[src/rtl/skeeball_game_ctrl.sv]
// skeeball_game_ctrl: skee-ball game sequencer with trigger edge detect, ball
// counting, saturating score, high-score tracking and FINISH auto-timeout.
module skeeball_game_ctrl #(
    parameter int NUM_BALLS = 9,
    parameter int PTS_W = 7,
    parameter int SCORE_W = 10,
    parameter int FINISH_CYCLES = 50000000,
    localparam int BALL_W = $clog2(NUM_BALLS + 1)
) (
    input  logic               clk,
    input  logic               reset,
    input  logic               trigger,
    input  logic               ball_valid,
    input  logic [PTS_W-1:0]   ball_points,
    output logic [1:0]         state,
    output logic               menu_state,
    output logic               playing_state,
    output logic               finish_state,
    output logic               score_state,
    output logic [BALL_W-1:0]  balls_left,
    output logic [SCORE_W-1:0] score,
    output logic [SCORE_W-1:0] high_score,
    output logic               new_high
);
    localparam int TW = $clog2(FINISH_CYCLES);
    typedef enum logic [1:0] {MENU, PLAYING, FINISH, LAST_SCORE} state_t;
    state_t st, st_d;
    logic trig_q, trig_pulse, last_ball, timeout;
    logic [TW-1:0] timer;
    logic [SCORE_W:0] sum;
    logic [SCORE_W-1:0] score_sat;

    assign trig_pulse = trigger & ~trig_q;
    assign sum = {1'b0, score} + (SCORE_W+1)'(ball_points);
    assign score_sat = sum[SCORE_W] ? '1 : sum[SCORE_W-1:0];
    assign last_ball = ball_valid && balls_left == BALL_W'(1);
    assign timeout = timer == TW'(FINISH_CYCLES - 1);

    assign state = st;
    assign menu_state = st == MENU;
    assign playing_state = st == PLAYING;
    assign finish_state = st == FINISH;
    assign score_state = st == LAST_SCORE;

    always_comb begin
        st_d = st;
        case (st)
            MENU:    st_d = trig_pulse ? PLAYING : MENU;
            PLAYING: st_d = (trig_pulse || last_ball) ? FINISH : PLAYING;
            FINISH:  st_d = (trig_pulse || timeout) ? LAST_SCORE : FINISH;
            default: st_d = trig_pulse ? MENU : LAST_SCORE;
        endcase
    end

    always_ff @(posedge clk or posedge reset)
        if (reset) st <= MENU;
        else st <= st_d;

    // trig_q resets high so a button held through reset cannot start a game
    always_ff @(posedge clk or posedge reset) begin
        if (reset) begin
            trig_q <= 1'b1;
            score <= '0;
            high_score <= '0;
            balls_left <= '0;
            new_high <= 1'b0;
            timer <= '0;
        end else begin
            trig_q <= trigger;
            timer <= (st == FINISH && st_d == FINISH) ? timer + TW'(1) : '0;
            case (st)
                MENU: if (trig_pulse) begin
                    score <= '0;
                    balls_left <= BALL_W'(NUM_BALLS);
                    new_high <= 1'b0;
                end
                PLAYING: if (ball_valid) begin
                    score <= score_sat;
                    balls_left <= balls_left - BALL_W'(1);
                end
                FINISH: if (timer == '0 && score > high_score) begin
                    high_score <= score;
                    new_high <= 1'b1;
                end
                default: ;
            endcase
        end
    end
endmodule

[config.mk]
export PLATFORM = sky130hd
export DESIGN_NAME = skeeball_game_ctrl
export DESIGN_NICKNAME = d
export VERILOG_FILES = /design/src/rtl/skeeball_game_ctrl.sv
export SDC_FILE = /design/constraint.sdc
export NUM_CORES = 1
export LEC_CHECK = 0
export CELL_PAD_IN_SITES_DETAIL_PLACEMENT = 0
export CELL_PAD_IN_SITES_GLOBAL_PLACEMENT = 1
export CORE_MARGIN = 5
export CORE_UTILIZATION = 46
export CTS_CLUSTER_DIAMETER = 80
export DETAILED_ROUTE_END_ITERATION = 7
export GPL_TIMING_DRIVEN = 0
export HOLD_SLACK_MARGIN = 0.08
export PLACE_DENSITY_LB_ADDON = 0.2
export SLEW_MARGIN = 15
export SYNTH_ARGS = -nofsm -noshare
export SYNTH_HDL_FRONTEND = slang
export SYNTH_SLANG_ARGS = --single-unit
[constraint.sdc]
create_clock -name clk -period 2.9 [get_ports clk]
set_input_delay 0.29 -clock clk [delete_from_list [all_inputs] [get_ports clk]]
set_output_delay 0.29 -clock clk [all_outputs]
set_load 0.02 [all_outputs]
# [Yosys cells after proc, flatten, opt, wreduce, memory -nomap -nowiden]
# Index checks and enable logic that the tools add are counted.
[op_classes] n_addsub=3 multipliers=0 n_div=0 order_cmp=1 n_eq_ne=9 n_shift=0 n_mux=16 bitwise=2 reduce_logical=12
[op_table] op="2-to-1 mux 10 bit" n=3
[op_table] op="adder 26 x 1 -> 26 bit (second input constant)" n=1
[op_table] op="equality test 26 bit (second input constant)" n=1
[op_table] op="logical NOT 26 bit" n=1
[op_table] op="2-to-1 mux 26 bit" n=1
[op_table] op="one-hot mux 10 bit (2 select lines)" n=1
[op_table] op="adder 10 x 7 -> 11 bit" n=1
[op_table] op="greater-than comparator 10 bit" n=1
[op_table] op="2-to-1 mux 4 bit" n=2
[op_table] op="one-hot mux 4 bit (2 select lines)" n=1
[op_table] op="equality test 2 bit (second input constant)" n=3
[op_table] op="one-hot mux 2 bit (3 select lines)" n=1
[op_table] op="AND reduction 3 bit" n=2
[op_table] op="equality test 4 x 1 -> 1 bit (second input constant)" n=1
[op_table] op="2-to-1 mux 1 bit" n=4
[op_table] op="2-to-1 mux 2 bit" n=2
[op_table] op="inequality test 2 x 1 -> 1 bit (second input constant)" n=2
[op_table] op="nonzero test 2 bit" n=2
[op_table] op="subtractor 4 x 1 -> 4 bit (second input constant)" n=1
[op_table] op="logical AND 1 bit" n=3
[op_table] op="equality test 2 x 1 -> 1 bit (second input constant)" n=1
[op_table] op="logical NOT 2 bit" n=1
[op_table] op="logical OR 1 bit" n=2
[op_table] op="inequality test 2 bit (second input constant)" n=1
[op_table] op="4 further kinds" n=4
[word_totals] reg_bits=54 latchBits=0 ram_bits=0 romBits=0 input_bits=11 elab_cells=50 memories=0

# [Longest topological paths before layout]
[logic_depth] depth_word=8 ltp_mapped=8

# [Worst setup path before layout]
# Ideal clock, no wire load.
[synth_timing] path_type="register to register" start="reg score[0]" end="reg score[9]" arrival_ps=2042 t_required_ps=2806 slack_ps=764 stages_incl_launch_ff=9 path_buffers=0 synth_period_minus_slack_ps=2136 cell_sequence="dfrtp_1 > ha_1 > inv_1 > fa_1 > nor2b_1 > o31ai_1 > a211oi_2 > nor3_1 > a211oi_1"
[synth_via] elab_chain_len=4
[synth_lines] element="start, declared" line_no="21" text="output logic [SCORE_W-1:0] score,"
[synth_lines] element="start signal, assigned" line_no="78" text="score <= score_sat;"
[synth_lines] element="adder 10 x 7 -> 11 bit" line_no="34" text="assign sum = {1'b0, score} + (SCORE_W+1)'(ball_points);"
[synth_lines] element="2-to-1 mux 10 bit" line_no="35" text="assign score_sat = sum[SCORE_W] ? '1 : sum[SCORE_W-1:0];"
[synth_lines] element="2-to-1 mux 10 bit" line_no="77" text="PLAYING: if (ball_valid) begin"
[synth_lines] element="one-hot mux 10 bit (2 select lines)" line_no="71" text="case (st)"
# No other way between the ends. The select of a mux whose other input is x is not followed.
# A chain may end at the register's enable or synchronous reset.

# [Final worst setup path]
[layout_timing] start="reg score[0]" end="reg score[7]"
# Same word-level chain as after synthesis.

==> flow_summary.yaml <==
run_status:
  status: "completed"
timing:
  max_slew_margin_pct: 36.15
  holdWs_ns: 0.2875
  finalHoldViolCount: 0
  clock.fmax_mhz: 418.9
  period_minus_slack_ns: 2.387
  rsz0062_at_grt: "false"
  tightest_slew_ns: 0.9505
  fin_worst_skew_ns: 0.01273
  slew_viol_final: 0
  finalSetupViolCount: 0
  finalCritPeriodShare_pct: 82.31
  tns_ns: 0
synthesis:
  ys_types: 47
  synth.avg_cell_area_sq_um: 9.855
  syn-cell-area_sq_um: 3183
  synth_seq_cells: 54
  ys_seq_area_share_pct: 42.49
  synth-warning-count: 0
  netlist_instances: 323
  synth-edff-count: 0
  ys_async_sr_fraction_pct: 100.0
  synthFlopType: "dfrtp_1"
  synth_nets: 356
clock_network:
  cts_tree: "done"
  htree_levels: 2
  post-cts-setup-buffers: 0
  cts_buffers: 5
  cts_resized: 0
  clkSinkCount: 54
  cts_root_buf: "clkbuf_8"
  worstSkewPairLatency_ns: 0.31
  path_clk_slew_ns: 0.10
  cts_buffer_depth: 2
  cts_hold_buf: 0
grt:
  first_global_vias: 2508
  grt_max_degree: 37
  grt-ovfl-total: 0
  grt_pass1_wl_microns: 11790
  grt_usage_pct: 16.77
  antenna_found_initial: 0
pwr:
  p_per_area_nw_per_um2: 850.3
  ir_drop_mv: 0.4432
  p_leak_nw: 1.718
route:
  drt_first_pass_iters: 4
  postRouteAntennaNets: 0
  dr.first_iter.drc_count: 47
  drcViolationCount: 0
  routed_via_density: 5.276
  wl_microns: 6712
  wl_per_cell_microns: 14.82
  via_count: 2390
worst_setup_path:
  worstPathMaxFanout: 8
  r2r_end: "score[7]"
  critPathTopFamily: "compound AO/OA/AOI/OAI gates"
  cp_data_arrival_time_ns: 2.60
  critPathRequiredTime_ns: 3.11
  r2r-start: "score[0]"
  slowest_stage: "a211oi_2"
  crit_type: "register to register"
  max_stage_delay_ns: 0.51
  startpoint_type: "register"
  end_kind: "register"
  crit_chain: "ha_1 -> inv_1 -> fa_1 -> nor2b_1 -> o31ai_1 -> a211oi_2 -> nor2_1 -> a211oi_1"
  reg2regPathDepth: 8
  critPathBufInv: 1
  reg2reg_slack_ns: 0.51
layout:
  num-fill-cells: 618
  fin_nets: 405
  antenna_cells: 0
  syn2layout_area_growth_pct: 20.01
  drive_gt1_share_pct: 8.847
floorplanning:
  ios: 42
  die_y_microns: 93.19
  die_w_microns: 93.19
  coreArea_sq_um: 6756
  die-area_sq_um: 8683
  rows: 30
  start_util_pct: 47.11
placement:
  port-buffer-count: 41
  place_hpwl_microns: 5192
  gp_congestion: 0.8410
min_path:
  hold_class: "input pin to async pin"
job:
  cap_violations: 0
## cells by family (layout without fill, tap and decap cells)
family	after synthesis	after routing	synth area share, %
adder cells (fa/ha/maj)	22	22	8.884
flip-flops	54	54	42.49
XOR/XNOR	29	29	7.980
AND/OR/NAND/NOR	131	131	22.60
buffers and inverters	32	82	4.363
multiplexers	10	10	4.442
AO/OA/AOI/OAI	45	45	9.237
## routing by layer
layer	routed length [microns]	global-route usage, %
met1	3085	20.48
met2	3269	29.39
met5	0	0
met4	205	7.326
met3	152	2.333
## cell usage in the layout (no fill, tap or decap), types with 2 or more instances in the layout
cell type        count
nor3_1               6
mux2_4               8
a211oi_1             4
and3_1               7
clkbuf_8             5
dfrtp_1             53
a21oi_1             13
a31oi_1              4
clkdlybuf4s50_1     41
o31ai_1              2
clkbuf_1             6
buf_6                2
nor2b_1              6
nand4_1              9
nor2_1              39
nor4_4               3
and4_1               4
nand2_1             27
inv_1               22
xor2_1              21
nor4_1               4
xnor2_1              8
buf_2                3
o21ai_0             11
nand3_1             17
a21o_1               2
ha_1                21
## flip-flops by register name (all words and copies together) (netlist names)
signal,count
score,10
balls_left,4
new_high,1
high_score,10
trig_q,1
state,2
timer,26
## Yosys cell counts, types with 2 or more instances
| master | n | area share, % |
|---|---|---|
| nor4_4 | 3 | 2.0 |
| buf_2 | 3 | 0.47 |
| dfrtp_1 | 53 | 42 |
| nand4_1 | 9 | 1.8 |
| a21oi_1 | 13 | 2.0 |
| buf_6 | 2 | 0.71 |
| a31oi_1 | 4 | 0.79 |
| a21o_1 | 2 | 0.47 |
| nand3_1 | 17 | 2.7 |
| o31ai_1 | 2 | 0.47 |
| ha_1 | 21 | 8.3 |
| nor2b_1 | 6 | 1.2 |
| nor3_1 | 6 | 0.94 |
| and3_1 | 7 | 1.4 |
| and4_1 | 4 | 1.1 |
| clkbuf_1 | 4 | 0.47 |
| xor2_1 | 21 | 5.8 |
| mux2_4 | 8 | 3.8 |
| xnor2_1 | 8 | 2.2 |
| a211oi_1 | 4 | 0.94 |
| o21ai_0 | 11 | 1.7 |
| nand2_1 | 27 | 3.2 |
| inv_1 | 23 | 2.7 |
| nor4_1 | 4 | 0.79 |
| nor2_1 | 39 | 4.6 |
## power breakdown
part           switching [mW]  leakage, nW  internal (mW)
sequential              0.182        0.715          0.907
combinational           0.858        0.951          0.801
clock                   0.241       0.0524          0.259
total                    1.28         1.72           1.97
## per-stage QoR
step           power [mW]  util, %  area, sq um  worst slack, ns  std cells
6_report            3.248    56.54         3820           0.5129        453
5_1_grt             3.516    56.54         3820           0.2898        453
4_1_cts             3.292    56.54         3820           0.5025        453
3_5_place_dp        2.779    54.96         3714           0.1963        445
3_3_place_gp        2.750    54.67         3694           0.2231        444
2_1_floorplan       2.181        -         3183           0.7642        323
## cell type report
class | instances | area [sq um] | share of cell area, %
sequential | 54 | 1353 | 35.41
timing repair buffer | 42 | 430.4 | 11.27
buffer | 9 | 52.55 | 1.376
multi-input combinational | 237 | 1692 | 44.28
inverter | 23 | 86.33 | 2.260
tap | 80 | 100.1 | 2.620
clock inverter | 1 | 30.03 | 0.7861
clock buffer | 7 | 76.32 | 1.998
## worst reg2reg max path: stages (launching register included)
cell and delay [ns]:
dfrtp_1 0.42, ha_1 0.20, inv_1 0.06, fa_1 0.40, nor2b_1 0.17, o31ai_1 0.17
a211oi_2 0.51, nor2_1 0.11, a211oi_1 0.25
## how the worst max path moves through the flow
| stage | from | end | cells after the start |
|---|---|---|---|
| finish | score[0] | score[7] | 8 |
| global route | score[0] | score[7] | 8 |
| CTS | score[0] | score[7] | 8 |
| detailed placement | ball_points[0] | score[7] | 9 |
| global placement | ball_points[0] | score[7] | 9 |
| floorplan | score[0] | score[9] | 8 |
Note: power is estimated with default switching activity, not from simulation.
